File: config.mk
export PLATFORM = sky130hd
export DESIGN_NAME = pwm_seq_ctrl
export DESIGN_NICKNAME = d
export VERILOG_FILES = /design/src/rtl/pwm_seq_pkg.sv /design/src/rtl/pwm_seq_table.sv /design/src/rtl/pwm_seq_ctrl.sv
export SDC_FILE = /design/constraint.sdc
export NUM_CORES = 1
export LEC_CHECK = 0
export BUFFER_PORTS_ARGS = -buffer_cell sky130_fd_sc_hd__clkbuf_2
export CAP_MARGIN = 20
export CELL_PAD_IN_SITES_DETAIL_PLACEMENT = 1
export CELL_PAD_IN_SITES_GLOBAL_PLACEMENT = 1
export CORE_MARGIN = 2
export CORE_UTILIZATION = 55
export DETAILED_ROUTE_END_ITERATION = 6
export GPL_TIMING_DRIVEN = 1
export HOLD_SLACK_MARGIN = 0.03
export PLACE_DENSITY = 0.95
export SLEW_MARGIN = 20
export SYNTH_ARGS = -nofsm -noshare
export SYNTH_HDL_FRONTEND = slang
export SYNTH_SLANG_ARGS = --single-unit
File: constraint.sdc
create_clock -name apb_pclk -period 4.9 [get_ports apb_pclk]
set_clock_uncertainty 0.05 [all_clocks]
set_input_delay 0.98 -clock apb_pclk [delete_from_list [all_inputs] [get_ports apb_pclk]]
set_output_delay 0.98 -clock apb_pclk [all_outputs]
set_load 0.05 [all_outputs]
File: src/rtl/pwm_seq_pkg.sv
// Shared definitions for the PWM sequencer: FSM states, APB register offsets
// and CTRL/STATUS bit positions.
package pwm_seq_pkg;

    typedef enum logic [1:0] {
        ST_IDLE,
        ST_LOAD,
        ST_RUN,
        ST_DONE
    } state_e;

    localparam logic [7:0] OFF_CTRL   = 8'h40;
    localparam logic [7:0] OFF_DIV    = 8'h44;
    localparam logic [7:0] OFF_STATUS = 8'h48;
    localparam logic [7:0] OFF_LEN    = 8'h4C;
    localparam logic [7:0] OFF_TABLE  = 8'h60;

    localparam int unsigned CTRL_START   = 0;
    localparam int unsigned CTRL_LOOP    = 1;
    localparam int unsigned CTRL_IRQ_EN  = 2;

    localparam int unsigned STAT_BUSY    = 0;
    localparam int unsigned STAT_DONE    = 1;
    localparam int unsigned STAT_ERR     = 2;
    localparam int unsigned STAT_IDX_LSB = 8;

    localparam int unsigned REP_W        = 8;

endpackage

File: src/rtl/pwm_seq_table.sv
// Sequence table: DEPTH entries of {repeat, compare}, APB write/read port plus
// an asynchronous read port indexed by the sequencer FSM.
module pwm_seq_table
    import pwm_seq_pkg::*;
#(
    parameter int unsigned ADDR_W = 8,
    parameter int unsigned DATA_W = 32,
    parameter int unsigned DEPTH  = 8,
    parameter int unsigned CMP_W  = 24,
    parameter int unsigned IDX_W  = $clog2(DEPTH)
) (
    input  logic              clk_i,
    input  logic              wr_en_i,
    input  logic [ADDR_W-1:0] addr_i,
    input  logic [DATA_W-1:0] wdata_i,
    input  logic [IDX_W-1:0]  rd_idx_i,
    output logic [CMP_W-1:0]  rd_comp_o,
    output logic [REP_W-1:0]  rd_rep_o,
    output logic [DATA_W-1:0] apb_rdata_o,
    output logic              apb_hit_o
);

    logic [CMP_W-1:0]  comp_mem [DEPTH];
    logic [REP_W-1:0]  rep_mem  [DEPTH];
    logic [ADDR_W-1:0] off;
    logic [IDX_W-1:0]  a_idx;

    // Addresses below the table base wrap to a large offset and miss.
    assign off       = addr_i - ADDR_W'(OFF_TABLE);
    assign a_idx     = off[IDX_W+1:2];
    assign apb_hit_o = (off[1:0] == 2'b00) && ((off >> 2) < ADDR_W'(DEPTH));

    always_ff @(posedge clk_i) begin
        if (wr_en_i && apb_hit_o) begin
            comp_mem[a_idx] <= wdata_i[CMP_W-1:0];
            rep_mem[a_idx]  <= wdata_i[31:24];
        end
    end

    assign rd_comp_o = comp_mem[rd_idx_i];
    assign rd_rep_o  = rep_mem[rd_idx_i];

    always_comb begin
        apb_rdata_o = '0;
        if (apb_hit_o) begin
            apb_rdata_o[CMP_W-1:0] = comp_mem[a_idx];
            apb_rdata_o[31:24]     = rep_mem[a_idx];
        end
    end

endmodule

File: src/rtl/pwm_seq_ctrl.sv
// APB-programmed PWM duty-cycle sequencer; loads table entries into the PWM core
// at period boundaries. Define PWM_SEQ_IRQ_EN to enable the sequence-done interrupt.
module pwm_seq_ctrl
    import pwm_seq_pkg::*;
#(
    parameter int unsigned ADDR_W = 8,
    parameter int unsigned DATA_W = 32,
    parameter int unsigned DEPTH  = 8,
    parameter int unsigned CMP_W  = 24
) (
    input  logic              apb_pclk,
    input  logic              apb_prstn,
    input  logic              apb_psel,
    input  logic [ADDR_W-1:0] apb_paddr,
    input  logic              apb_pwrite,
    input  logic              apb_penable,
    input  logic [DATA_W-1:0] apb_pwdata,
    output logic [DATA_W-1:0] apb_prdata,
    input  logic              pwm_period_end,
    output logic              pwm_en,
    output logic [CMP_W-1:0]  pwm_div,
    output logic [CMP_W-1:0]  pwm_comp,
    output logic              pwm_load,
    output logic              irq
);

    localparam int unsigned IDX_W   = $clog2(DEPTH);
    localparam logic [5:0]  DEPTH_L = 6'(DEPTH);

    state_e            state_q, state_d;
    logic [IDX_W-1:0]  idx_q, idx_d;
    logic [REP_W-1:0]  rep_q, rep_d;
    logic              start_q, start_d, loop_q, loop_d;
    logic              done_q, done_d, err_q, err_d;
    logic [CMP_W-1:0]  div_q, div_d, comp_q, comp_d, ldiv_q, ldiv_d;
    logic [4:0]        len_q, len_d;
    logic [DATA_W-1:0] prdata_q, prdata_d;

    logic              wr_en, ctrl_wr, busy, len_ok, start_req, abort, irq_en_rd;
    logic [CMP_W-1:0]  tbl_comp;
    logic [REP_W-1:0]  tbl_rep;
    logic [DATA_W-1:0] tbl_rdata;
    logic              tbl_hit;

    assign wr_en   = apb_psel & apb_penable & apb_pwrite;
    assign ctrl_wr = wr_en && (apb_paddr == ADDR_W'(OFF_CTRL));
    assign busy    = (state_q != ST_IDLE);
    assign len_ok  = (len_q != 5'd0) && ({1'b0, len_q} <= DEPTH_L);

    pwm_seq_table #(
        .ADDR_W (ADDR_W),
        .DATA_W (DATA_W),
        .DEPTH  (DEPTH),
        .CMP_W  (CMP_W)
    ) u_table (
        .clk_i       (apb_pclk),
        .wr_en_i     (wr_en),
        .addr_i      (apb_paddr),
        .wdata_i     (apb_pwdata),
        .rd_idx_i    (idx_q),
        .rd_comp_o   (tbl_comp),
        .rd_rep_o    (tbl_rep),
        .apb_rdata_o (tbl_rdata),
        .apb_hit_o   (tbl_hit)
    );

    always_ff @(posedge apb_pclk or negedge apb_prstn) begin
        if (!apb_prstn) begin
            state_q  <= ST_IDLE;
            idx_q    <= '0;
            rep_q    <= '0;
            start_q  <= 1'b0;
            loop_q   <= 1'b0;
            done_q   <= 1'b0;
            err_q    <= 1'b0;
            div_q    <= '0;
            comp_q   <= '0;
            ldiv_q   <= '0;
            len_q    <= '0;
            prdata_q <= '0;
        end else begin
            state_q  <= state_d;
            idx_q    <= idx_d;
            rep_q    <= rep_d;
            start_q  <= start_d;
            loop_q   <= loop_d;
            done_q   <= done_d;
            err_q    <= err_d;
            div_q    <= div_d;
            comp_q   <= comp_d;
            ldiv_q   <= ldiv_d;
            len_q    <= len_d;
            prdata_q <= prdata_d;
        end
    end

    always_comb begin
        state_d   = state_q;
        idx_d     = idx_q;
        rep_d     = rep_q;
        start_d   = start_q;
        loop_d    = loop_q;
        done_d    = done_q;
        err_d     = err_q;
        div_d     = div_q;
        comp_d    = comp_q;
        ldiv_d    = ldiv_q;
        len_d     = len_q;
        prdata_d  = prdata_q;
        start_req = ctrl_wr && apb_pwdata[CTRL_START] && !busy;
        abort     = ctrl_wr && !apb_pwdata[CTRL_START] && busy;

        if (ctrl_wr) begin
            loop_d = apb_pwdata[CTRL_LOOP];
            if (!busy) start_d = apb_pwdata[CTRL_START] && len_ok;
            else if (abort) start_d = 1'b0;
        end
        if (start_req && !len_ok) err_d = 1'b1;
        if (wr_en && (apb_paddr == ADDR_W'(OFF_DIV))) div_d = apb_pwdata[CMP_W-1:0];
        if (wr_en && (apb_paddr == ADDR_W'(OFF_STATUS))) begin
            if (apb_pwdata[STAT_DONE]) done_d = 1'b0;
            if (apb_pwdata[STAT_ERR])  err_d  = 1'b0;
        end
        if (wr_en && (apb_paddr == ADDR_W'(OFF_LEN)) && !busy) len_d = apb_pwdata[4:0];

        // Abort overrides any FSM progress in the same cycle, so DONE is never set.
        if (abort) begin
            state_d = ST_IDLE;
        end else begin
            case (state_q)
                ST_IDLE: if (start_req && len_ok) begin
                    idx_d   = '0;
                    state_d = ST_LOAD;
                end
                ST_LOAD: begin
                    comp_d  = tbl_comp;
                    ldiv_d  = div_q;
                    rep_d   = (tbl_rep == '0) ? REP_W'(1) : tbl_rep;
                    state_d = ST_RUN;
                end
                ST_RUN: if (pwm_period_end) begin
                    if (rep_q > REP_W'(1)) begin
                        rep_d = rep_q - REP_W'(1);
                    end else if ((5'(idx_q) + 5'd1) < len_q) begin
                        idx_d   = idx_q + IDX_W'(1);
                        state_d = ST_LOAD;
                    end else if (loop_q) begin
                        idx_d   = '0;
                        state_d = ST_LOAD;
                    end else begin
                        state_d = ST_DONE;
                        done_d  = 1'b1;
                        start_d = 1'b0;
                    end
                end
                ST_DONE: state_d = ST_IDLE;
                default: state_d = ST_IDLE;
            endcase
        end

        if (apb_psel && !apb_penable && !apb_pwrite) begin
            prdata_d = '0;
            if (tbl_hit) begin
                prdata_d = tbl_rdata;
            end else if (apb_paddr == ADDR_W'(OFF_CTRL)) begin
                prdata_d[CTRL_START]  = start_q;
                prdata_d[CTRL_LOOP]   = loop_q;
                prdata_d[CTRL_IRQ_EN] = irq_en_rd;
            end else if (apb_paddr == ADDR_W'(OFF_DIV)) begin
                prdata_d[CMP_W-1:0] = div_q;
            end else if (apb_paddr == ADDR_W'(OFF_STATUS)) begin
                prdata_d[STAT_BUSY]            = busy;
                prdata_d[STAT_DONE]            = done_q;
                prdata_d[STAT_ERR]             = err_q;
                prdata_d[STAT_IDX_LSB +: 4]    = 4'(idx_q);
            end else if (apb_paddr == ADDR_W'(OFF_LEN)) begin
                prdata_d[4:0] = len_q;
            end
        end
    end

`ifdef PWM_SEQ_IRQ_EN
    logic irq_en_q;
    always_ff @(posedge apb_pclk or negedge apb_prstn) begin
        if (!apb_prstn)   irq_en_q <= 1'b0;
        else if (ctrl_wr) irq_en_q <= apb_pwdata[CTRL_IRQ_EN];
    end
    assign irq_en_rd = irq_en_q;
    assign irq       = done_q & irq_en_q;
`else
    assign irq_en_rd = 1'b0;
    assign irq       = 1'b0;
`endif

    // LOAD presents the fresh entry directly; RUN holds the values captured in LOAD.
    assign pwm_en     = (state_q == ST_LOAD) || (state_q == ST_RUN);
    assign pwm_load   = (state_q == ST_LOAD);
    assign pwm_comp   = pwm_load ? tbl_comp : comp_q;
    assign pwm_div    = pwm_load ? div_q : ldiv_q;
    assign apb_prdata = prdata_q;

endmodule

==> results_dict.tcl, run 1 <==
set metrics [dict create \
    io_buffers 127 \
    final.min_clock_period_ps 4230 \
    synthCells 1197 \
    cts_resized 0 \
    count_of_flip_flops_with_a_built_in_enable_after_synthesis 256 \
    cts.path.max_buffers 3 \
    ys_ff_latch 382 \
    final_net_count 1372 \
    routed_wirelength_um 61400 \
    grt_start_max_net_pins 80 \
    library_cell_with_the_highest_instance_count_after_synthesis "sky130_fd_sc_hd__edfxtp_1" \
    htreeDepth 2 \
    initial_utilization 0.562 \
    track_usage 0.374 \
    io-pin-count 129 \
    timing.hold.worst.class "in2async" \
    post_drt_wl_per_cell_um 35.0 \
    worst_setup_path_start_kind "flop" \
    fin_cells 1753 \
    number_of_buffers_created_by_cts 40 \
    synth_area_per_cell_um2 14.9 \
    mappedNetlistNets 1253 \
    cts_tree "built" \
    first_global_vias 13300 \
    tightest_slew_ps 1160 \
    max_stage_delay_ps 1070 \
    first_pass_iters 6 \
    clock_power_share 0.330 \
    yosys-top-cells-count "sky130_fd_sc_hd__edfxtp_1, sky130_fd_sc_hd__nand2_1, sky130_fd_sc_hd__mux4_2, sky130_fd_sc_hd__nor2_1, sky130_fd_sc_hd__dfrtp_1" \
    setup-violations-final 0 \
    pwr-share-comb 0.239 \
    critical_path_buf_inv_count 2 \
    die_y_um 184 \
    design.core.area_um2 31700 \
    estimated_wirelength_of_the_detail_placed_design_um 37100 \
    viasPerCell 7.34 \
    worstPathCellList "buf_4, mux4_2, mux2i_1, a21oi_1, clkbuf_2" \
    kind_of_end_point_of_the_critical_path "output port" \
    timing.critical_path.arrival_ps 3200 \
    worstSetupPathDepth 5 \
    timing.critical_path.fanout_max 48 \
    clkSlewWorstSetupHoldPaths_ps 60 \
    critical_path_cell_with_the_highest_stage_delay "sky130_fd_sc_hd__dfrtp_4" \
    netlist.area_leader.share 0.431 \
    ir_worst_vdd_v 0.000273 \
    p_leak_nw 7.65 \
    pwr_per_cell_area_nw_per_um2 439 \
    post_synth_num_cell_types 63 \
    max-cap-violations 0 \
    fp.dieW_um 184 \
    post-place-cells 1676 \
    clock_sink_count 382 \
    synthesis.yosys.warnings 0 \
    layout-drive-gt1-share 0.321 \
    worstReg2RegEnd "start_q" \
    finalWeightedCongestion 0.903 \
    required_time_reported_for_the_critical_path_endpoint_ps 3870 \
    areaGrowthSynthToFinish_pct 13.4 \
    drc 0 \
    root_buffer "sky130_fd_sc_hd__clkbuf_16" \
    report.final.slew_viol_count 0 \
    internal_power_mw 5.79 \
    maxClockFrequency_mhz 237 \
    status "finished, final reports clean" \
    fraction_of_synthesis_flops_using_an_asynchronous_set_or_reset_pin 0.330 \
    worstRegToRegCells 10 \
    rr_startpoint "idx_q[0]" \
    timing_worst_setup_path_type "reg2out" \
    area_contributors_post_synth "sky130_fd_sc_hd__edfxtp_1, sky130_fd_sc_hd__dfrtp_1, sky130_fd_sc_hd__mux4_2, sky130_fd_sc_hd__mux2_2, sky130_fd_sc_hd__mux2i_1" \
    unrepaired_setup_endpoints_after_global_routing "no" \
    swShare 0.348 \
    cts.repair_timing.setup_buffer_count 0 \
    drt_iter0_markers 1900 \
    global_route.overflow_total 0 \
    synth_sequential_area_ratio 0.608 \
    grt_first_pass_wirelength_um 91800 \
    ant_nets 0 \
    reg_power_frac 0.431 \
    synth_area_leader_cell "sky130_fd_sc_hd__edfxtp_1" \
    crit_startpoint "idx_q[0]" \
    ys.flop_type "sky130_fd_sc_hd__edfxtp_1" \
    cts_hold_bufs 0 \
    worst_setup_path_endpoint "pwm_comp[4]" \
    num_vias 12900 \
    syn_area_um2 17800 \
    clk_latency_ps 550 \
    std_cell_rows 65 \
    timing_hold_violations_final 0 \
    design.die.area_um2 33900 \
    reg2reg_slack_ps 1230 \
    timing.critical_path.max_delay_family "flip-flops" \
    final.period_utilization 0.863 \
    grt_antenna_before_repair 5 \
    max_slew_margin 0.229 \
    power.net_switching_mw 3.08 \
    finalHoldWorstSlack_ps 410 \
]
==> power groups by stage <==
stage          clock network [mW]  registers [mW]  logic (mW)
6_report                     2.93            3.82        2.12
5_1_grt                      3.05            3.84        2.22
4_1_cts                      2.94            3.81        2.10
3_5_place_dp                    0            3.86        2.02
3_3_place_gp                    0            3.83        1.89
2_1_floorplan                   0            3.83        1.44
==> metrics by stage <==
step	setup TNS [ps]	setup slack [ps]	util	power, mW	area (um^2)
floorplan	-32640	-361	-	5.27	17900
global placement	0	968	0.599	5.73	19000
detailed placement	0	861	0.599	5.89	19000
CTS	0	595	0.637	8.85	20200
global route	0	516	0.638	9.11	20200
finish	0	673	0.638	8.88	20200
==> registers in the layout, indices dropped and copies added (netlist names) <==
| signal | cells |
|---|---|
| apb_prdata | 32 |
| comp_q | 24 |
| div_q | 24 |
| done_q | 1 |
| err_q | 1 |
| idx_q | 3 |
| ldiv_q | 24 |
| len_q | 5 |
| loop_q | 1 |
| rep_q | 8 |
| start_q | 1 |
| state_q | 2 |
| u_table.comp_mem | 192 |
| u_table.rep_mem | 64 |
==> cells by family after synthesis <==
family	count (synthesis)	share of synthesized area
XOR/XNOR	1	0.000491
adder cells (fa/ha/maj)	10	0.00701
multiplexers	249	0.234
other	1	0.000210
AND/OR/NAND/NOR	333	0.0836
AO/OA/AOI/OAI	126	0.0442
flip-flops	382	0.608
buffers and inverters	95	0.0226
==> how the worst min path moves through the flow <==
| stage | cells after the start | endpoint | slack, ps | start |
|---|---|---|---|---|
| after floorplan | 1 | done_q | 390 | done_q |
| after global placement | 2 | comp_q[20] | 410 | comp_q[20] |
| after detailed placement | 2 | comp_q[22] | 420 | comp_q[22] |
| after CTS | 2 | comp_q[0] | 430 | comp_q[0] |
| after global routing | 2 | comp_q[0] | 460 | comp_q[0] |
| final | 1 | apb_prdata[30] | 410 | apb_prstn |
==> layer usage <==
| metal | vias to the layer above | global-route usage | share of wire |
|---|---|---|---|
| met4 | 2 | 0.187 | 0.058 |
| met2 | 1197 | 0.586 | 0.47 |
| li1 | 4857 | - | - |
| met5 | - | 0 | 0.00021 |
| met3 | 287 | 0.0883 | 0.11 |
| met1 | 6530 | 0.495 | 0.35 |
==> cells in the final DEF (no fill, tap or decap), types with 3 or more instances in the layout <==
master / instances
sky130_fd_sc_hd__edfxtp_1: 256
sky130_fd_sc_hd__nand2_1: 130
sky130_fd_sc_hd__mux4_2: 129
sky130_fd_sc_hd__nor2_1: 127
sky130_fd_sc_hd__clkbuf_2: 124
sky130_fd_sc_hd__dfrtp_1: 123
sky130_fd_sc_hd__mux2i_1: 61
sky130_fd_sc_hd__mux2_2: 59
sky130_fd_sc_hd__a21oi_1: 47
sky130_fd_sc_hd__clkbuf_16: 41
sky130_fd_sc_hd__o21ai_0: 33
sky130_fd_sc_hd__buf_4: 29
sky130_fd_sc_hd__inv_1: 14
sky130_fd_sc_hd__clkinv_2: 12
sky130_fd_sc_hd__nor4_1: 10
sky130_fd_sc_hd__a22oi_1: 9
sky130_fd_sc_hd__ha_1: 9
sky130_fd_sc_hd__clkbuf_1: 7
sky130_fd_sc_hd__o221ai_1: 6
sky130_fd_sc_hd__o21a_1: 6
sky130_fd_sc_hd__nand3_1: 6
sky130_fd_sc_hd__and3_1: 5
sky130_fd_sc_hd__nand4_1: 5
sky130_fd_sc_hd__clkinv_1: 5
sky130_fd_sc_hd__nor3_1: 5
sky130_fd_sc_hd__nor2b_1: 5
sky130_fd_sc_hd__or4_1: 5
sky130_fd_sc_hd__diode_2: 4
sky130_fd_sc_hd__o31ai_1: 4
sky130_fd_sc_hd__or3_1: 4
sky130_fd_sc_hd__clkbuf_8: 4
sky130_fd_sc_hd__clkinvlp_4: 3
sky130_fd_sc_hd__buf_12: 3
==> area by class of cell <==
cell class	instances	area (um^2)
clock inverters	21	115
diodes	4	10.0
well taps	402	503
fillers	2914	11500
multi-input cells	720	6680
clock buffers	52	1110
flip-flops and latches	382	10800
repair buffers	157	910
inverters	15	56.3
Power figures use the tool's default switching activity.
==> inputs of run 2 (changes only) <==
--- a/config.mk
+++ b/config.mk
@@ -12,10 +12,10 @@
 export CORE_MARGIN = 2
 export CORE_UTILIZATION = 55
 export DETAILED_ROUTE_END_ITERATION = 6
+export GPL_ROUTABILITY_DRIVEN = 0
 export GPL_TIMING_DRIVEN = 1
 export HOLD_SLACK_MARGIN = 0.03
 export PLACE_DENSITY = 0.95
-export SLEW_MARGIN = 20
 export SYNTH_ARGS = -nofsm -noshare
 export SYNTH_HDL_FRONTEND = slang
 export SYNTH_SLANG_ARGS = --single-unit
==> constraint.sdc (replaced) <==
create_clock -name apb_pclk -period 4.9 [get_ports apb_pclk]
set_clock_uncertainty 0.05 [all_clocks]
set_input_delay 0.245 -clock apb_pclk [delete_from_list [all_inputs] [get_ports apb_pclk]]
set_output_delay 0.245 -clock apb_pclk [all_outputs]
set_load 0.05 [all_outputs]
==> results_dict.tcl, run 2 (synthesized netlist as in run 1, its figures left out) <==
set metrics [dict create \
    design.core.area_um2 31700 \
    required_time_reported_for_the_critical_path_endpoint_ps 4610 \
    cts.path.max_buffers 3 \
    final.min_clock_period_ps 3890 \
    clk_latency_ps 560 \
    ir_worst_vdd_v 0.000282 \
    maxClockFrequency_mhz 257 \
    htreeDepth 2 \
    max_stage_delay_ps 980 \
    root_buffer "sky130_fd_sc_hd__clkbuf_16" \
    fp.dieW_um 184 \
    first_global_vias 13900 \
    std_cell_rows 65 \
    layout-drive-gt1-share 0.307 \
    cts.repair_timing.setup_buffer_count 0 \
    largest_register_ffs 192 \
    power.net_switching_mw 3.20 \
    cts_hold_bufs 23 \
    ant_nets 0 \
    pwr_per_cell_area_nw_per_um2 444 \
    placedInstanceArea_um2 18900 \
    final_cell_area_um2 20400 \
    setup-violations-final 0 \
    global_route.overflow_total 0 \
    p_leak_nw 7.71 \
    timing_hold_violations_final 0 \
    timing_worst_setup_path_type "reg2out" \
    number_of_buffers_created_by_cts 40 \
    worstPathCellList "buf_4, mux4_2, mux2i_1, a21oi_1, clkbuf_2" \
    areaGrowthSynthToFinish_pct 14.5 \
    timing.setup.tns_ps 0 \
    tightest_slew_ps 1150 \
    post_drt_wl_per_cell_um 37.7 \
    kind_of_end_point_of_the_critical_path "output port" \
    grt_start_max_net_pins 71 \
    initial_utilization 0.562 \
    highest_count_cells_in_the_layout_ignoring_fill_and_taps "sky130_fd_sc_hd__edfxtp_1, sky130_fd_sc_hd__nand2_1, sky130_fd_sc_hd__mux4_2, sky130_fd_sc_hd__nor2_1, sky130_fd_sc_hd__clkbuf_2" \
    register_with_the_most_flip_flops "u_table.comp_mem" \
    max-cap-violations 0 \
    clock_power_share 0.338 \
    fillerInstances 2871 \
    critical_path_buf_inv_count 2 \
    sequential_cell_area_um2 10800 \
    viasPerCell 7.65 \
    first_pass_iters 5 \
    io_buffers 127 \
    timing.critical_path.fanout_max 43 \
    unrepaired_setup_endpoints_after_global_routing "no" \
    cts_resized 0 \
    drt_iter0_markers 2271 \
    internal_power_mw 5.88 \
    clkSlewWorstSetupHoldPaths_ps 60 \
    max_slew_margin 0.224 \
    drc 0 \
    final_net_count 1387 \
    final.period_utilization 0.795 \
    estimated_wirelength_of_the_detail_placed_design_um 35000 \
    worst_setup_path_start_kind "flop" \
    reg_power_frac 0.422 \
    timing.hold.worst.class "in2reg" \
    report.final.slew_viol_count 0 \
    status "finished, final reports clean" \
    multi_input_area_um2 6660 \
    io-pin-count 129 \
    routed_wirelength_um 66700 \
    grt_antenna_before_repair 3 \
    cts_tree "built" \
    clock_sink_count 382 \
    design.die.area_um2 33900 \
    pwr-share-comb 0.241 \
    die_y_um 184 \
    timing.critical_path.arrival_ps 3600 \
    timing.critical_path.max_delay_family "flip-flops" \
    final_common_cell "sky130_fd_sc_hd__edfxtp_1" \
    critical_path_cell_with_the_highest_stage_delay "sky130_fd_sc_hd__dfrtp_4" \
    swShare 0.352 \
    num_vias 13500 \
    grt_first_pass_wirelength_um 98400 \
    track_usage 0.405 \
]
## run 2: cell types whose count changed in the layout (fill, tap and decap cells not counted), moves of 2 or more
cell / change
sky130_fd_sc_hd__buf_12: +2
sky130_fd_sc_hd__buf_4: -10
sky130_fd_sc_hd__clkbuf_1: +6
sky130_fd_sc_hd__clkinv_2: -6
sky130_fd_sc_hd__clkinvlp_4: -2
sky130_fd_sc_hd__diode_2: -2
sky130_fd_sc_hd__dlygate4sd3_1: +23
sky130_fd_sc_hd__nor3b_2: +2
sky130_fd_sc_hd__nor3b_4: -2
## run 2: worst register-to-register path: stages, from the launching register on
cell and delay, ps:
sky130_fd_sc_hd__dfrtp_4 980, sky130_fd_sc_hd__buf_4 740, sky130_fd_sc_hd__mux4_2 620, sky130_fd_sc_hd__a2111oi_0 590
sky130_fd_sc_hd__o21ai_0 310, sky130_fd_sc_hd__nand3_1 180
## run 2: layer usage
metal / track usage / up-vias / part of all wire
li1: - / 4876 / -
met1: 0.526 / 6772 / 0.34
met2: 0.621 / 1468 / 0.46
met3: 0.126 / 388 / 0.14
met4: 0.206 / 6 / 0.066
met5: 0 / - / 0.00060
## run 2: area by class of cell
cell class | instances | area share
clock inverter | 16 | 0.00563
clock buffer | 58 | 0.0558
sequential | 382 | 0.531
timing repair buffer | 172 | 0.0541
multi-input combinational | 720 | 0.326
inverter | 15 | 0.00276
tap | 402 | 0.0246
antenna | 2 | 0.000245
## run 2: metrics by stage
step                power [mW]  hold slack [ps]  utilization  std cells  setup slack, ps
global route              9.30             50.4        0.644       1765              825
detailed placement        5.87              285        0.597       1667             1160
finish                    9.08             53.0        0.644       1767             1010
global placement          5.71              271        0.597       1667             1450
CTS                       8.93             30.6        0.644       1764              964
floorplan                 5.27             -101            -       1197              374
## run 2: worst paths after layout
path | from | endpoint | slack [ps] | cells after the start
min in group asynchronous | apb_prstn | apb_prdata[25] | 280 | 2
worst max-delay path | idx_q[0] | pwm_comp[21] | 1010 | 5
worst min-delay path | apb_pwdata[22] | u_table.comp_mem[2][22] | 50 | 1
worst min register to register | comp_q[1] | comp_q[1] | 430 | 2
worst max register to register | idx_q[0] | rep_q[0] | 1370 | 5
max in group asynchronous | apb_prstn | apb_prdata[23] | 3210 | 3
## run 2: power groups by stage
stage	sequential, mW	clock [mW]	combinational (mW)
floorplan	3.83	0	1.44
global placement	3.83	0	1.87
detailed placement	3.86	0	2.01
CTS	3.81	3.01	2.11
global route	3.84	3.18	2.28
finish	3.83	3.06	2.18
